File: src/rtl/dac_mon_pkg.sv
// dac_mon_pkg: shared types, counter width and sample-format helper for the dac_mon slice.
package dac_mon_pkg;

   typedef enum logic [1:0] {IDLE, ARMED, FILL, DONE} cap_state_t;

   localparam int unsigned ERR_CNT_W = 16;

   // Inverts the dw-1 magnitude bits of a sample held in the low bits of a word; sign bit kept.
   function automatic logic [31:0] fmt_conv(input logic [31:0] d, input int unsigned dw, input bit inv);
      logic [31:0] mask;
      mask = (32'd1 << (dw - 1)) - 32'd1;
      return inv ? (d ^ mask) : d;
   endfunction

endpackage

File: src/rtl/dac_mon_chan.sv
// dac_mon_chan: one DAC channel -- sample register, step magnitude against the previous sample,
// registered slew compare, saturating error counter and max-step tracker.
module dac_mon_chan
   import dac_mon_pkg::*;
#(
   parameter int unsigned DW      = 14,
   parameter bit          FMT_INV = 1'b1
) (
   input  logic                 clk_i,
   input  logic                 rst_ni,
   input  logic                 wr_i,
   input  logic [DW-1:0]        dat_i,
   input  logic                 inv_i,
   input  logic                 clr_i,
   input  logic [DW-1:0]        thr_i,
   output logic [DW-1:0]        smp_o,
   output logic                 vld_o,
   output logic                 err_o,
   output logic [ERR_CNT_W-1:0] cnt_o,
   output logic [DW-1:0]        max_o
);

   logic [DW-1:0]        smp_q, smp_d, prv_q, max_q, step_d;
   logic                 vld_q, have_q, chk_q, err_q, err_d;
   logic [ERR_CNT_W-1:0] cnt_q;
   logic [DW:0]          cur_x, prv_x, diff_d, mag_d;

   assign smp_d = DW'(fmt_conv(32'(dat_i), DW, FMT_INV));

   // Two's-complement view when the converted format is signed, plain magnitude otherwise.
   assign cur_x  = FMT_INV ? {smp_q[DW-1], smp_q} : {1'b0, smp_q};
   assign prv_x  = FMT_INV ? {prv_q[DW-1], prv_q} : {1'b0, prv_q};
   assign diff_d = cur_x - prv_x;
   assign mag_d  = diff_d[DW] ? -diff_d : diff_d;
   assign step_d = mag_d[DW] ? '1 : mag_d[DW-1:0];
   assign err_d  = chk_q && (step_d > thr_i);

   always_ff @(posedge clk_i or negedge rst_ni) begin
      if (!rst_ni) begin
         smp_q  <= '0;
         prv_q  <= '0;
         vld_q  <= 1'b0;
         have_q <= 1'b0;
         chk_q  <= 1'b0;
         err_q  <= 1'b0;
         cnt_q  <= '0;
         max_q  <= '0;
      end else begin
         vld_q <= wr_i;
         chk_q <= wr_i && have_q && !inv_i;
         if (wr_i) begin
            smp_q  <= smp_d;
            prv_q  <= smp_q;
            have_q <= 1'b1;
         end else if (inv_i) begin
            have_q <= 1'b0;
         end
         if (clr_i) begin
            err_q <= 1'b0;
            cnt_q <= '0;
            max_q <= '0;
         end else begin
            err_q <= err_d;
            if (err_d && (cnt_q != '1)) cnt_q <= cnt_q + 1'b1;
            if (chk_q && (step_d > max_q)) max_q <= step_d;
         end
      end
   end

   assign smp_o = smp_q;
   assign vld_o = vld_q;
   assign err_o = err_q;
   assign cnt_o = cnt_q;
   assign max_o = max_q;

endmodule

File: src/rtl/dac_mon.sv
// dac_mon: multi-channel DAC bus monitor with parallel/interleaved strobe demux and slew checking.
// Optional capture FSM + buffer is compiled in when DAC_MON_CAPTURE_EN is defined.
module dac_mon
   import dac_mon_pkg::*;
#(
   parameter int unsigned CHN     = 2,
   parameter int unsigned DW      = 14,
   parameter int unsigned DEPTH   = 1024,
   parameter bit          FMT_INV = 1'b1
) (
   input  logic                       dac_clk_i,
   input  logic                       dac_rstn_i,
   input  logic                       mode_i,
   input  logic [CHN*DW-1:0]          dac_dat_i,
   input  logic [CHN-1:0]             dac_wrt_i,
   input  logic [$clog2(CHN)-1:0]     dac_sel_i,
   input  logic [DW-1:0]              slew_thr_i,
   input  logic                       clr_i,
   output logic [CHN*DW-1:0]          dac_o,
   output logic [CHN-1:0]             dac_vld_o,
   output logic [CHN-1:0]             slew_err_o,
   output logic [CHN*ERR_CNT_W-1:0]   err_cnt_o,
   output logic [CHN*DW-1:0]          max_step_o,
   input  logic                       arm_i,
   input  logic                       trig_imm_i,
   input  logic [$clog2(CHN)-1:0]     cap_ch_i,
   output logic                       cap_done_o,
   input  logic [$clog2(DEPTH)-1:0]   rd_addr_i,
   output logic [DW-1:0]              rd_dat_o
);

   localparam int unsigned SW = $clog2(CHN);

   logic mode_q, inv_d;

   always_ff @(posedge dac_clk_i or negedge dac_rstn_i) begin
      if (!dac_rstn_i) mode_q <= 1'b0;
      else             mode_q <= mode_i;
   end

   // A mode switch drops every channel's history, same as a clear.
   assign inv_d = clr_i || (mode_i != mode_q);

   for (genvar c = 0; c < CHN; c++) begin : g_ch
      logic          wr_d;
      logic [DW-1:0] dat_d;

      assign wr_d  = mode_i ? (dac_wrt_i[0] && (dac_sel_i == SW'(c))) : dac_wrt_i[c];
      assign dat_d = mode_i ? dac_dat_i[0 +: DW] : dac_dat_i[c*DW +: DW];

      dac_mon_chan #(.DW(DW), .FMT_INV(FMT_INV)) u_chan (
         .clk_i  (dac_clk_i),
         .rst_ni (dac_rstn_i),
         .wr_i   (wr_d),
         .dat_i  (dat_d),
         .inv_i  (inv_d),
         .clr_i  (clr_i),
         .thr_i  (slew_thr_i),
         .smp_o  (dac_o[c*DW +: DW]),
         .vld_o  (dac_vld_o[c]),
         .err_o  (slew_err_o[c]),
         .cnt_o  (err_cnt_o[c*ERR_CNT_W +: ERR_CNT_W]),
         .max_o  (max_step_o[c*DW +: DW])
      );
   end

`ifdef DAC_MON_CAPTURE_EN
   localparam int unsigned AW = $clog2(DEPTH);

   cap_state_t    st_q, st_d;
   logic [AW-1:0] ptr_q, ptr_d;
   logic [SW-1:0] ch_q, ch_d;
   logic          pv_q, ch_vld_d, we_d;
   logic [DW-1:0] pd_q, ch_dat_d, rd_q;
   logic [DW-1:0] mem_q [DEPTH];

   // Selected with ch_d so the one-cycle delay line already follows a freshly armed channel.
   always_comb begin
      ch_vld_d = 1'b0;
      ch_dat_d = '0;
      for (int unsigned c = 0; c < CHN; c++) begin
         if (ch_d == SW'(c)) begin
            ch_vld_d = dac_vld_o[c];
            ch_dat_d = dac_o[c*DW +: DW];
         end
      end
   end

   // Samples are written one cycle late so the sample that raised slew_err_o lands in entry 0.
   always_comb begin
      st_d  = st_q;
      ptr_d = ptr_q;
      ch_d  = ch_q;
      we_d  = 1'b0;
      if (clr_i) begin
         st_d = IDLE;
      end else begin
         unique case (st_q)
            IDLE, DONE: if (arm_i) begin
               st_d  = ARMED;
               ch_d  = cap_ch_i;
               ptr_d = '0;
            end
            ARMED: if (trig_imm_i || (|slew_err_o)) begin
               st_d = FILL;
               we_d = pv_q;
            end
            FILL:    we_d = pv_q;
            default: st_d = IDLE;
         endcase
         if (we_d) begin
            ptr_d = ptr_q + 1'b1;
            if (ptr_q == AW'(DEPTH - 1)) st_d = DONE;
         end
      end
   end

   always_ff @(posedge dac_clk_i or negedge dac_rstn_i) begin
      if (!dac_rstn_i) begin
         st_q  <= IDLE;
         ptr_q <= '0;
         ch_q  <= '0;
         pv_q  <= 1'b0;
         pd_q  <= '0;
         rd_q  <= '0;
      end else begin
         st_q  <= st_d;
         ptr_q <= ptr_d;
         ch_q  <= ch_d;
         pv_q  <= ch_vld_d;
         pd_q  <= ch_dat_d;
         rd_q  <= mem_q[rd_addr_i];
      end
   end

   always_ff @(posedge dac_clk_i) begin
      if (we_d) mem_q[ptr_q] <= pd_q;
   end

   assign cap_done_o = (st_q == DONE);
   assign rd_dat_o   = rd_q;
`else
   logic unused_cap;
   assign unused_cap = ^{arm_i, trig_imm_i, cap_ch_i, rd_addr_i};
   assign cap_done_o = 1'b0;
   assign rd_dat_o   = '0;
`endif

endmodule
File: config.mk
export PLATFORM = sky130hd
export DESIGN_NAME = dac_mon
export DESIGN_NICKNAME = d
export VERILOG_FILES = /design/src/rtl/dac_mon_pkg.sv /design/src/rtl/dac_mon_chan.sv /design/src/rtl/dac_mon.sv
export SDC_FILE = /design/constraint.sdc
export NUM_CORES = 1
export LEC_CHECK = 0
export ABC_CLOCK_PERIOD_IN_PS = 5950
export BUFFER_PORTS_ARGS = -buffer_cell sky130_fd_sc_hd__buf_4
export CELL_PAD_IN_SITES_DETAIL_PLACEMENT = 1
export CELL_PAD_IN_SITES_GLOBAL_PLACEMENT = 2
export CORE_ASPECT_RATIO = 1.25
export CORE_MARGIN = 2
export CORE_UTILIZATION = 34
export CTS_CLUSTER_DIAMETER = 100
export DETAILED_ROUTE_END_ITERATION = 7
export GPL_TIMING_DRIVEN = 0
export PLACE_DENSITY_LB_ADDON = 0.1
export SYNTH_ARGS = -nofsm -noshare
export SYNTH_HDL_FRONTEND = slang
export SYNTH_SLANG_ARGS = --single-unit
File: constraint.sdc
create_clock -name dac_clk_i -period 5.95 [get_ports dac_clk_i]
set_clock_uncertainty 0.1 [all_clocks]
set_input_delay 0.2975 -clock dac_clk_i [delete_from_list [all_inputs] [get_ports dac_clk_i]]
set_output_delay 0.2975 -clock dac_clk_i [all_outputs]
set_load 0.01 [all_outputs]
; Word level (Yosys, flattened, before mapping)
; Cells that the tools add are included.
[totals]
ff_bits = 125
in_bits = 62
out_inout_bits = 107
[classes]
reduce_logical = 20
addsub = 6
n_bitwise = 3
mux = 20
magnitude_cmp = 4
n_eq_ne = 3
[op_table]
columns = op, n
row1 = $mux 14, 7
row2 = $mux 16, 4
row3 = $gt 14x14->1, 4
row4 = $add 16x1->16 const B, 2
row5 = $ne 16x16->1 const B, 2
row6 = $mux 15, 2
row7 = $neg 15->15, 2
row8 = $sub 14x14->15, 2
row9 = $not 13->13, 2
row10 = $logic_and 1x1->1, 12
row11 = $reduce_bool 2->1, 6
row12 = $mux 1, 7
row13 = $logic_not 1->1, 1
row14 = $logic_or 1x1->1, 1
row15 = $ne 1x1->1, 1
row16 = $not 1->1, 1

; Depth between registers and ports, before layout
; Gate-level depths: netlist of run 1.
[logic_depth]
word_depth = 9
mapped_depth = 25
depth_no_buf = 22

; Cells and area by module
; Synthesis of run 1 repeated with hierarchy kept, for this count alone.
[hier_totals]
hier_cells = 1089
hier_area_um2 = 9585.4
[modules_own_cells]
columns = module, seq_area_each_um2, n_inst, cells_per_inst, area_each_um2
row1 = dac_mon_chan at g_ch[0].u_chan, 1551.5, 1, 534, 4684.5
row2 = dac_mon_chan at g_ch[1].u_chan, 1551.5, 1, 516, 4508.1
row3 = dac_mon, 25.0, 1, 39, 392.9

; Worst setup path after synthesis of run 1
; No wires, ideal clock.
[synth_path]
path_kind = register to register
start = register g_ch[0].u_chan.smp_q[0]
end = register g_ch[0].u_chan.cnt_q[12]
period_less_slack_ns = 5.172
arrival_time_ns = 4.940
path_stages_with_launch = 24
path_buffers = 2
slack_ns = 0.778
setup_time_ns = 0.132
t_required_ns = 5.718
cell_sequence = dfrtp_1 > inv_1 > ha_1 > fa_1 > nand2b_1 > a21oi_2 > o221ai_1 > and3_1 > a311oi_2 > nand4b_1 > nand2b_1 > buf_2 > buf_6 > nand2_1 > ha_1 > a21o_1 > a21o_1 > a221o_1 > a221oi_1 > a211oi_2 > and2_0 > and4_1 > xnor2_1 > nor2_1
[synth_between]
elab_chain_len = 8
[synth_rtl]
columns = element, line_no
row1 = from (decl), dac_mon_chan.sv:23  ; logic [DW-1:0] smp_q, smp_d, prv_q, max_q, step_d;
row2 = from (signal assigned), dac_mon_chan.sv:52  ; smp_q <= smp_d;
row3 = $sub 14x14->15 *, dac_mon_chan.sv:33  ; assign diff_d = cur_x - prv_x;
row4 = $neg 15->15, dac_mon_chan.sv:34  ; assign mag_d = diff_d[DW] ? -diff_d : diff_d;
row5 = $mux 15 *, dac_mon_chan.sv:34
row6 = $mux 14 *, dac_mon_chan.sv:35  ; assign step_d = mag_d[DW] ? '1 : mag_d[DW-1:0];
row7 = $gt 14x14->1 *, dac_mon_chan.sv:36  ; assign err_d = chk_q && (step_d > thr_i);
row8 = $logic_and 1x1->1 *, dac_mon_chan.sv:36
row9 = $logic_and 1x1->1 *, dac_mon_chan.sv:64  ; if (err_d && (cnt_q != '1)) cnt_q <= cnt_q + 1'b1;
row10 = $reduce_bool 2->1 (no line) *, --
row11 = to (signal assigned), dac_mon_chan.sv:64
row12 = to (decl), dac_mon_chan.sv:25  ; logic [ERR_CNT_W-1:0] cnt_q;
; Every way passes the cells marked *; elsewhere a longest branch is shown, timed or not.
; A chain may end at the register's enable or synchronous reset.

; Worst setup path after layout of run 1
[layout_path]
start = register g_ch[0].u_chan.smp_q[8]
end = register g_ch[0].u_chan.cnt_q[12]
; The elaborated chain is that of the path after synthesis.

==> parameters.txt, run 1 <==
Parameter                              Value

Critical path
  Kind of capture point of the worst setup path ... register
  Depth of the worst register-to-register path ... 21
  Launch point of the worst reg-to-reg path ... g_ch[0].u_chan.smp_o[8]$_DFFE_PN0P_
  CP arrival ... 5.72 ns
  Highest fanout seen on the critical path ... 10
  Minimum setup slack among reg-to-reg paths ... 0.42 ns
  Required time of the worst setup path ... 6.14 ns
  Capturing point of the worst reg2reg path ... g_ch[0].u_chan.cnt_o[12]$_DFFE_PN0P_
  Startpoint type of the worst setup path ... register
  Worst Setup Path Type ... reg -> reg

Synthesis
  Post-Synth XOR/XNOR Area ... 2.947%
  Area share of and/or/nand/nor cells after synthesis ... 19.24%
  Combinational family with the most area after synthesis ... compound AO/OA/AOI/OAI gates
  Number of instances in the synthesized netlist ... 1102
  #FFs+latches synth ... 125
  Unique masters post-synth ... 96
  Top cells by area, synth ... sky130_fd_sc_hd__dfrtp_1 (33%), sky130_fd_sc_hd__ha_1 (12%), sky130_fd_sc_hd__o21ai_0 (5.3%), sky130_fd_sc_hd__nand2_1 (4.3%), sky130_fd_sc_hd__inv_1 (3.7%)
  Number of enable flip-flop cells after synthesis ... 0
  Synthesized cell area ... 9512 um^2
  Compound-cell area share of the yosys netlist ... 21.06%
  Largest area contributor in the netlist ... sky130_fd_sc_hd__dfrtp_1
  Mux contribution to synthesized area ... 4.288%
  Mean instance size in the synthesized netlist ... 8.631 um^2
  Adder-cell area share of the yosys netlist ... 12.00%
  Sequential cell area fraction in the yosys report ... 32.89%
  Yosys warnings ... 0
  Top cell type's share of synthesized area ... 32.89%
  Primary FF master, synth ... sky130_fd_sc_hd__dfrtp_1
  Share of async-settable or async-resettable flops after synthesis ... 100.0%

STA
  Number of failing setup endpoints in the final timing report ... 0
  Sum of negative setup slack ... 0 ns
  Final hold viol count ... 0
  Slew margin rel. ... 51.30%
  Post-route worst hold slack ... 0.07694 ns
  Slew at the pin closest to its max-slew limit ... 0.7305 ns
  Crit share post-route ... 92.94%
  Max-slew violation total from the final report ... 0
  Highest attainable clock frequency ... 0.1808 GHz
  Final min period ... 5.530 ns

Drt
  Total via count in the routed design ... 8768
  Detailed-router iteration count before antenna repair ... 4
  Average wire per cell in the routed design ... 18.07 um
  First-iteration detailed-routing DRC count ... 308
  Residual DRC ... 0
  Number of routed nets with antenna violations ... 0
  Mean number of vias per cell ... 5.288
  Wire length reported by the detailed router ... 29.96 mm

Finish
  Fraction of final layout cells sized beyond drive strength 1 ... 22.40%
  Count of fill cells added during filler insertion ... 3336
  Relative area change from synthesis to final layout ... 25.36%
  Register Area ... 3128 um^2
  Area of all placed cells without fillers ... 11920 um^2
  Most common cell after layout, fill and taps aside ... sky130_fd_sc_hd__buf_4
  Leading cell types in the layout, fill and taps excluded ... sky130_fd_sc_hd__buf_4 (164), sky130_fd_sc_hd__dfrtp_1 (125), sky130_fd_sc_hd__nand2_1 (110), sky130_fd_sc_hd__o21ai_0 (101), sky130_fd_sc_hd__inv_1 (94)
  Antenna fix cells ... 0
  Count of nets after finishing ... 1447
  Final core occ ... 43.26%
  Area occupied by multi-input gates ... 5793 um^2

Pwr
  VDD IR-drop max ... 0.1819 mV
  Ratio of total power to cell area ... 410.4 nW/um^2
  Leak ... 5.504 nW

Min path
  Number of cells traversed by the worst hold path ... 4
  Hold_sp ... dac_dat_i[14]
  WHS Endpoint ... g_ch[1].u_chan.smp_o[0]$_DFFE_PN0P_
  Classification of the worst-slack hold path ... in -> reg

Global routing
  Largest net degree at the start of global routing ... 76
  Via count of the first global-routing pass ... 9118
  Antenna violations before repair ... 0
  Wire length of the first global-routing pass ... 48.66 mm
  Global-route usage over all layers ... 20.69%
  Total gr overflow ... 0

Status
  Result of the run ... finished clean

Place
  RD Place Congestion ... 0.7860
  Total of buffers placed on input and output ports ... 139
  Placed Area ... 11080 um^2
  Detailed placement HPWL ... 23.46 mm

Clock tree
  Maximum root-to-sink buffer count ... 2
  Clock buffers created by TritonCTS ... 17
  # clock sinks ... 125
  Clock H-tree levels ... 4
  CTS clk-pin slew, worst paths ... 0.06 ns
  TritonCTS clock tree ... yes
  Cell at the root of the clock tree ... sky130_fd_sc_hd__clkbuf_16
  Insertion delay to the later sink of the worst-skew pair ... 0.43 ns

Die
  # IOs ... 169
  Area of the die ... 29340 um^2
  Core footprint ... 27570 um^2
  Placement Rows ... 68
  Vertical die dimension ... 191 um
  Effective utilization at floorplan ... 34.50%
  Die span in x ... 153.6 um

Run
  Max-cap viol count ... 0
## stage by stage
stage	setup WS, ns	instances	total power, mW
finish	0.4203	1658	4.894
global placement	-0.07213	1605	3.688
floorplan	0.7779	1116	2.952
detailed placement	-0.1045	1606	3.757
CTS	0.09506	1655	4.881
global route	-0.009918	1658	5.348
## critical path, cell delays in order, from the launching register on
cell and delay (ns):
sky130_fd_sc_hd__dfrtp_1 0.43, sky130_fd_sc_hd__ha_1 0.36, sky130_fd_sc_hd__a21oi_1 0.21, sky130_fd_sc_hd__o21ai_0 0.22
sky130_fd_sc_hd__or3_1 0.36, sky130_fd_sc_hd__o21ba_2 0.21, sky130_fd_sc_hd__xnor2_1 0.44, sky130_fd_sc_hd__nand4b_1 0.23
sky130_fd_sc_hd__nand2b_1 0.19, sky130_fd_sc_hd__buf_2 0.18, sky130_fd_sc_hd__buf_6 0.15, sky130_fd_sc_hd__nand2_1 0.10
sky130_fd_sc_hd__ha_1 0.25, sky130_fd_sc_hd__a21o_1 0.18, sky130_fd_sc_hd__a21o_1 0.18, sky130_fd_sc_hd__a221o_1 0.40
sky130_fd_sc_hd__a221oi_4 0.39, sky130_fd_sc_hd__a211oi_4 0.16, sky130_fd_sc_hd__and2_1 0.25, sky130_fd_sc_hd__and4_1 0.23
sky130_fd_sc_hd__xnor2_1 0.13, sky130_fd_sc_hd__nor2_1 0.05
## routing by layer
| metal | wire, um | GRT usage [%] | up-vias |
|---|---|---|---|
| met5 | 0 | 0 | - |
| met4 | 474 | 6.069 | 0 |
| met3 | 1132 | 3.718 | 27 |
| met2 | 15110 | 37.09 | 166 |
| met1 | 13240 | 25.28 | 4261 |
| li1 | - | - | 4314 |
## kinds of logic after synthesis
group,after synthesis
and+or+nand+nor,357
AOI/OAI and AO/OA,304
buffers and inverters,156
DFF,125
adders and majority gates,90
muxes,37
xor gates and xnor gates,32
other,1
## synthesized netlist by cell type, drive strengths merged (6+ instances only)
library cell / number
nand2: 111
nand4: 19
nand4b: 6
o21ba: 6
or4: 7
nand3: 26
a21o: 18
o31a: 7
o21ai: 104
buf: 34
clkbuf: 24
nor3: 16
and2: 8
a211oi: 13
nor4: 6
xor2: 17
mux2: 30
dfrtp: 125
o31ai: 12
o211ai: 6
ha: 88
a21oi: 65
nor2: 74
and4: 6
and3: 7
nand2b: 7
or2: 12
xnor2: 15
or3: 20
inv: 95
nor2b: 15
a31oi: 13
mux2i: 7
o21a: 11
## cell type report
| class | count | share of cell area (%) |
|---|---|---|
| Buffer | 61 | 3.064 |
| Multi-Input combinational cell | 835 | 48.58 |
| Sequential cell | 125 | 26.23 |
| Clock inverter | 10 | 0.9549 |
| Timing Repair Buffer | 160 | 10.61 |
| Tap cell | 350 | 3.673 |
| Inverter | 95 | 2.991 |
| Clock buffer | 22 | 3.893 |
## timing repair
item / CTS / global route
hold endpoints to repair: 65 / 0
pin swaps: 1 / 2
hold buffers: 16 / 0
endpoints found under the setup margin: 6 / 52
resized for setup: 2 / 19
setup buffers: 1 / 3
## flip-flops by register name, indices dropped and copies added, names as in the netlist
register and count:
g_ch.u_chan.smp_o 28, g_ch.u_chan.vld_o 2, g_ch.u_chan.err_o 2, g_ch.u_chan.max_o 28, mode_q 1, g_ch.u_chan.prv_q 28, g_ch.u_chan.cnt_o 32, g_ch.u_chan.have_q 2
g_ch.u_chan.chk_q 2
## where the power goes
part	internal, mW	total (mW)	switching [mW]
clock	0.638	1.06	0.423
sequential	0.933	1.00	0.0684
combinational	1.15	2.83	1.68
## how the worst max path moves through the flow
| stage | cells past startpoint | start | end |
|---|---|---|---|
| finish | 21 | g_ch[0].u_chan.smp_o[8]$_DFFE_PN0P_ | g_ch[0].u_chan.cnt_o[12]$_DFFE_PN0P_ |
| global route | 23 | g_ch[0].u_chan.smp_o[0]$_DFFE_PN0P_ | g_ch[0].u_chan.cnt_o[12]$_DFFE_PN0P_ |
| CTS | 23 | g_ch[0].u_chan.smp_o[0]$_DFFE_PN0P_ | g_ch[0].u_chan.cnt_o[12]$_DFFE_PN0P_ |
| detailed placement | 23 | g_ch[0].u_chan.smp_o[0]$_DFFE_PN0P_ | g_ch[0].u_chan.cnt_o[12]$_DFFE_PN0P_ |
| global placement | 23 | g_ch[0].u_chan.smp_o[0]$_DFFE_PN0P_ | g_ch[0].u_chan.cnt_o[12]$_DFFE_PN0P_ |
| floorplan | 23 | g_ch[0].u_chan.smp_o[0]$_DFFE_PN0P_ | g_ch[0].u_chan.cnt_o[12]$_DFFE_PN0P_ |
(Power assumes the default switching activity.)
==> run 2: changes to the inputs <==
ABC_CLOCK_PERIOD_IN_PS = 6940   (was 5950)
CORE_UTILIZATION = 37   (was 34)
clock period = 6.94 ns   (was 5.95 ns; I/O delays follow)
==> parameters.txt, run 2 (same netlist as run 1, synthesis figures left out) <==
Parameter                              Value

Critical path
  Startpoint type of the worst setup path ... register
  Worst Setup Path Type ... reg -> reg
  CP arrival ... 6.28 ns
  Kind of capture point of the worst setup path ... register
  Highest fanout seen on the critical path ... 10
  Required time of the worst setup path ... 7.14 ns

Finish
  Register Area ... 3128 um^2
  Count of fill cells added during filler insertion ... 3033
  Relative area change from synthesis to final layout ... 22.59%
  Leading cell types in the layout, fill and taps excluded ... sky130_fd_sc_hd__buf_4 (160), sky130_fd_sc_hd__dfrtp_1 (125), sky130_fd_sc_hd__nand2_1 (110), sky130_fd_sc_hd__o21ai_0 (101), sky130_fd_sc_hd__inv_1 (94)
  Final core occ ... 46.10%
  Antenna fix cells ... 0
  Area occupied by multi-input gates ... 5719 um^2
  Count of nets after finishing ... 1430
  Most common cell after layout, fill and taps aside ... sky130_fd_sc_hd__buf_4
  Largest register FFs ... 32
  Final cell count without fillers ... 1624
  Fraction of final layout cells sized beyond drive strength 1 ... 21.26%

Clock tree
  Insertion delay to the later sink of the worst-skew pair ... 0.44 ns
  TritonCTS clock tree ... yes
  Clock buffers created by TritonCTS ... 17
  Clock H-tree levels ... 4
  Cell at the root of the clock tree ... sky130_fd_sc_hd__clkbuf_16
  Number of gates resized after cts ... 0
  CTS clk-pin slew, worst paths ... 0.06 ns
  Maximum root-to-sink buffer count ... 2
  # clock sinks ... 125

STA
  Final min period ... 6.073 ns
  Highest attainable clock frequency ... 0.1647 GHz
  Number of failing setup endpoints in the final timing report ... 0
  Post-route worst hold slack ... 0.01169 ns
  Slew at the pin closest to its max-slew limit ... 0.7378 ns
  Slew margin rel. ... 50.81%
  Unrepaired setup endpoints after global routing ... false
  Max-slew violation total from the final report ... 0
  Final hold viol count ... 0
  Crit share post-route ... 87.51%
  Sum of negative setup slack ... 0 ns

Pwr
  Fraction of power consumed by sequential logic ... 20.8%
  Combinational group share of total power ... 56.9%
  Leak ... 5.416 nW
  Overall power ... 4.119 mW
  Sw Share ... 43.83%
  Internal Power ... 2.313 mW
  VDD IR-drop max ... 0.1965 mV
  Ratio of total power to cell area ... 353.2 nW/um^2
  Proportion of power drawn by the clock network ... 22.2%
  Net Switching ... 1.805 mW

Drt
  Average wire per cell in the routed design ... 18.03 um
  Residual DRC ... 0
  Number of routed nets with antenna violations ... 0
  First-iteration detailed-routing DRC count ... 213
  Detailed-router iteration count before antenna repair ... 4
  Mean number of vias per cell ... 5.334
  Wire length reported by the detailed router ... 29.29 mm
  Total via count in the routed design ... 8662

Status
  Result of the run ... finished clean

Place
  Total of buffers placed on input and output ports ... 139
  Cell count after placement ... 1591
  RD Place Congestion ... 0.8387
  Detailed placement HPWL ... 22.99 mm

Die
  # IOs ... 169
  Core footprint ... 25290 um^2
  Area of the die ... 27010 um^2
  Die span in x ... 147.4 um
  Vertical die dimension ... 183.3 um
  Placement Rows ... 65
  Effective utilization at floorplan ... 37.61%

Run
  Max-cap viol count ... 0

Global routing
  Global-route usage over all layers ... 22.24%
  Total gr overflow ... 0
  Largest net degree at the start of global routing ... 76
  Antenna violations before repair ... 0
  Wire length of the first global-routing pass ... 47.78 mm
  Via count of the first global-routing pass ... 9079

Min path
  Classification of the worst-slack hold path ... in -> reg
[run 2: cell count changes in the layout (fill, tap and decap cells not counted), sizes merged]
cell / delta
dlygate4sd3: -13
buf: -4
clkinvlp: -3
bufinv: +1
clkinv: +1
inv: -1
[run 2: cell type report]
cell class | count | share of cell area (%)
buffer | 61 | 3.090
clock buffer | 22 | 3.895
clock inverter | 8 | 1.009
inverter | 95 | 3.058
multi-input combinational | 835 | 49.05
sequential | 125 | 26.83
tap | 335 | 3.595
timing repair buffer | 143 | 9.475
[run 2: through the flow]
| stage | instance area, um^2 | worst slack, ns |
|---|---|---|
| floorplan | 9564 | 1.768 |
| CTS | 11660 | 0.8079 |
| finish | 11660 | 0.8672 |
| detailed placement | 11060 | 0.8602 |
| global route | 11660 | 0.4276 |
| global placement | 11030 | 0.9666 |
[run 2: worst max-delay path: stages, from the launching register on]
cell and delay (ns):
sky130_fd_sc_hd__dfrtp_1 0.38, sky130_fd_sc_hd__inv_1 0.07, sky130_fd_sc_hd__ha_1 0.23, sky130_fd_sc_hd__fa_1 0.41, sky130_fd_sc_hd__nand2b_1 0.23, sky130_fd_sc_hd__a21oi_2 0.23, sky130_fd_sc_hd__o221ai_1 0.27, sky130_fd_sc_hd__and3_1 0.26
sky130_fd_sc_hd__a311oi_2 0.36, sky130_fd_sc_hd__nand4b_1 0.32, sky130_fd_sc_hd__nand2b_1 0.24, sky130_fd_sc_hd__buf_2 0.18, sky130_fd_sc_hd__buf_6 0.15, sky130_fd_sc_hd__nand2_1 0.09, sky130_fd_sc_hd__ha_1 0.25, sky130_fd_sc_hd__a21o_1 0.18
sky130_fd_sc_hd__a21o_1 0.18, sky130_fd_sc_hd__a221o_1 0.35, sky130_fd_sc_hd__a221oi_1 0.48, sky130_fd_sc_hd__a211oi_2 0.26, sky130_fd_sc_hd__and2_0 0.31, sky130_fd_sc_hd__and4_1 0.26, sky130_fd_sc_hd__xnor2_1 0.13, sky130_fd_sc_hd__nor2_1 0.05
[run 2: worst paths after layout]
check | start | end | cells after the start | slack [ns]
worst max register to register | g_ch[0].u_chan.smp_o[0]$_DFFE_PN0P_ | g_ch[0].u_chan.cnt_o[12]$_DFFE_PN0P_ | 23 | 0.87
worst min register to register | g_ch[0].u_chan.have_q$_DFFE_PN0P_ | g_ch[0].u_chan.have_q$_DFFE_PN0P_ | 2 | 0.37
worst min-delay path | dac_dat_i[2] | g_ch[0].u_chan.smp_o[2]$_DFFE_PN0P_ | 2 | 0.01
min in group asynchronous | dac_rstn_i | g_ch[1].u_chan.cnt_o[13]$_DFFE_PN0P_ | 2 | 0.34
max in group asynchronous | dac_rstn_i | g_ch[0].u_chan.smp_o[13]$_DFFE_PN0P_ | 3 | 5.63
worst max-delay path | g_ch[0].u_chan.smp_o[0]$_DFFE_PN0P_ | g_ch[0].u_chan.cnt_o[12]$_DFFE_PN0P_ | 23 | 0.87
[run 2: power by group through the flow]
stage	Combinational [mW]	Sequential (mW)	Clock (mW)
3_5_place_dp	2.34	0.871	0
2_1_floorplan	1.66	0.870	0
4_1_cts	2.37	0.860	0.938
5_1_grt	2.66	0.871	0.964
6_report	2.34	0.858	0.916
3_3_place_gp	2.28	0.869	0
[run 2: repair_timing]
item,4_1_cts,5_1_grt
hold endpoints to repair,52,0
setup buffers,0,0
hold buffers,3,0
[run 2: metal layers]
layer	up-vias	routed length [um]	track usage, %
met2	178	14680	39.83
met1	4183	12750	26.62
met5	-	0	0
met3	39	1113	3.756
met4	0	750	8.423
li1	4262	-	-
==> run 3: changes to the inputs <==
RECOVER_POWER = 100   (was default)
==> parameters.txt, run 3 (same netlist as run 1, synthesis figures left out) <==
Parameter                              Value

Place
  Detailed placement HPWL ... 22.99 mm
  RD Place Congestion ... 0.8387
  Total of buffers placed on input and output ports ... 139
  Setup Slack @ Placement ... 0.8602 ns

Global routing
  Wire length of the first global-routing pass ... 47.78 mm
  Largest net degree at the start of global routing ... 76
  Via count of the first global-routing pass ... 9079
  Total gr overflow ... 0
  Global-route usage over all layers ... 22.24%
  Antenna violations before repair ... 0

Drt
  Mean number of vias per cell ... 5.367
  Total via count in the routed design ... 8716
  First-iteration detailed-routing DRC count ... 250
  Number of routed nets with antenna violations ... 0
  Detailed-router iteration count before antenna repair ... 4
  Wire length reported by the detailed router ... 29.28 mm
  Residual DRC ... 0
  Average wire per cell in the routed design ... 18.03 um

STA
  Highest attainable clock frequency ... 0.1606 GHz
  Crit share post-route ... 89.75%
  Sum of negative setup slack ... 0 ns
  Number of failing setup endpoints in the final timing report ... 0
  Final min period ... 6.229 ns
  Max-slew violation total from the final report ... 128
  Slew at the pin closest to its max-slew limit ... 2.978 ns
  Final Worst Setup Slack ... 0.7115 ns
  Final hold viol count ... 0
  Unrepaired setup endpoints after global routing ... false
  Slew margin rel. ... -98.57%
  Post-route worst hold slack ... 0.01319 ns

Critical path
  Maximum cell stage delay along the critical path ... 0.79 ns
  Depth of the worst register-to-register path ... 22
  Worst-path cell chain ... inv_1 -> ha_1 -> fa_1 -> and2b_1 -> o2111ai_1 -> a21oi_1 -> o31a_1 -> o31a_1 -> clkbuf_1 -> nand2_1 -> o31a_1 -> ha_1 -> nor2b_1 -> o21a_1 -> o21a_1 -> o21a_1 -> o21ai_0 -> a21oi_1 -> o21ai_0 -> clkbuf_1 -> or3_1 -> a21oi_1
  Buf/Inv on CP ... 3
  Worst Setup Path Type ... reg -> reg
  Minimum setup slack among reg-to-reg paths ... 0.71 ns
  Capturing point of the worst reg2reg path ... g_ch[1].u_chan.cnt_o[3]$_DFFE_PN0P_
  Top Family by Delay on Critical Path ... compound AO/OA/AOI/OAI gates
  Slowest stage cell, crit path ... sky130_fd_sc_hd__o21ai_0
  Startpoint type of the worst setup path ... register
  Highest fanout seen on the critical path ... 10
  Kind of capture point of the worst setup path ... register
  Required time of the worst setup path ... 7.13 ns
  CP arrival ... 6.42 ns
  Launch point of the worst reg-to-reg path ... g_ch[1].u_chan.smp_o[0]$_DFFE_PN0P_

Die
  Area of the die ... 27010 um^2
  Placement Rows ... 65
  Effective utilization at floorplan ... 37.61%
  # IOs ... 169
  Die span in x ... 147.4 um
  Vertical die dimension ... 183.3 um
  Core footprint ... 25290 um^2

Clock tree
  Clock H-tree levels ... 4
  # clock sinks ... 125
  Cell at the root of the clock tree ... sky130_fd_sc_hd__clkbuf_16
  TritonCTS clock tree ... yes
  Number of gates resized after cts ... 0
  CTS clk-pin slew, worst paths ... 0.06 ns
  Insertion delay to the later sink of the worst-skew pair ... 0.44 ns
  Maximum root-to-sink buffer count ... 2
  Clock buffers created by TritonCTS ... 17

Pwr
  Net Switching ... 1.800 mW
  VDD IR-drop max ... 0.1964 mV
  Internal Power ... 2.281 mW
  Sw Share ... 44.11%
  Leak ... 5.022 nW
  Proportion of power drawn by the clock network ... 22.4%
  Ratio of total power to cell area ... 362.0 nW/um^2
  Combinational group share of total power ... 56.6%
  Fraction of power consumed by sequential logic ... 21.0%

Finish
  Count of nets after finishing ... 1430
  Relative area change from synthesis to final layout ... 18.52%
  Count of fill cells added during filler insertion ... 3090
  Most common cell after layout, fill and taps aside ... sky130_fd_sc_hd__dfrtp_1
  Fraction of final layout cells sized beyond drive strength 1 ... 13.73%
  Leading cell types in the layout, fill and taps excluded ... sky130_fd_sc_hd__dfrtp_1 (125), sky130_fd_sc_hd__clkbuf_1 (123), sky130_fd_sc_hd__nand2_1 (110), sky130_fd_sc_hd__o21ai_0 (102), sky130_fd_sc_hd__inv_1 (95)
  Largest register FFs ... 32
  Antenna fix cells ... 0

Run
  Max-cap viol count ... 2

Status
  Violations in the final reports ... max-capacitance violations, max-slew violations
  Result of the run ... finished, violations left

Min path
  Classification of the worst-slack hold path ... in -> reg
  WHS Endpoint ... g_ch[0].u_chan.smp_o[0]$_DFFE_PN0P_
  Hold_sp ... dac_dat_i[0]
  Number of cells traversed by the worst hold path ... 2
[run 3: worst max-delay path by stage]
stage,start,end,cells after the start
finish,g_ch[1].u_chan.smp_o[0]$_DFFE_PN0P_,g_ch[1].u_chan.cnt_o[3]$_DFFE_PN0P_,22
global placement,g_ch[0].u_chan.smp_o[0]$_DFFE_PN0P_,g_ch[0].u_chan.cnt_o[12]$_DFFE_PN0P_,23
detailed placement,g_ch[0].u_chan.smp_o[0]$_DFFE_PN0P_,g_ch[0].u_chan.cnt_o[12]$_DFFE_PN0P_,23
CTS,g_ch[0].u_chan.smp_o[0]$_DFFE_PN0P_,g_ch[0].u_chan.cnt_o[12]$_DFFE_PN0P_,23
floorplan,g_ch[0].u_chan.smp_o[0]$_DFFE_PN0P_,g_ch[0].u_chan.cnt_o[12]$_DFFE_PN0P_,23
global route,g_ch[0].u_chan.smp_o[0]$_DFFE_PN0P_,g_ch[0].u_chan.cnt_o[12]$_DFFE_PN0P_,23
[run 3: area by class of cell]
cell class / instances / area, um^2 / area share (%)
Buffer: 61 / 359.1 / 3.185
Clock buffer: 22 / 454.2 / 4.029
Clock inverter: 8 / 117.6 / 1.043
Inverter: 95 / 356.6 / 3.163
Multi-Input combinational cell: 835 / 5709 / 50.64
Sequential cell: 125 / 3128 / 27.75
Tap cell: 335 / 419.2 / 3.718
Timing Repair Buffer: 143 / 729.5 / 6.471
[run 3: through the flow]
stage               power [mW]  cells  util, %  cell area (um^2)
global placement         3.146   1590    43.60             11030
global route             4.460   1624    44.57             11270
CTS                      4.167   1624    46.10             11660
finish                   4.081   1624    44.57             11270
floorplan                2.531   1116        -              9564
detailed placement       3.208   1591    43.72             11060
[run 3: power groups by stage]
stage          logic (mW)  clock network [mW]  registers (mW)
2_1_floorplan        1.66                   0           0.870
3_3_place_gp         2.28                   0           0.869
3_5_place_dp         2.34                   0           0.871
4_1_cts              2.37               0.938           0.860
5_1_grt              2.63               0.964           0.870
6_report             2.31               0.915           0.857
[run 3: repair_timing]
| action | 4_1_cts | 5_1_grt |
|---|---|---|
| endpoints found under the hold margin | 52 | 0 |
| buffers inserted | 0 | 0 |
| hold buffers | 3 | 0 |
[run 3: layer usage]
layer / share of wire [%] / vias up / GRT usage [%]
met3: 3.8 / 39 / 3.756
met4: 2.6 / 0 / 8.423
met1: 44 / 4231 / 26.62
li1: - / 4262 / -
met5: 0 / - / 0
met2: 50 / 184 / 39.83
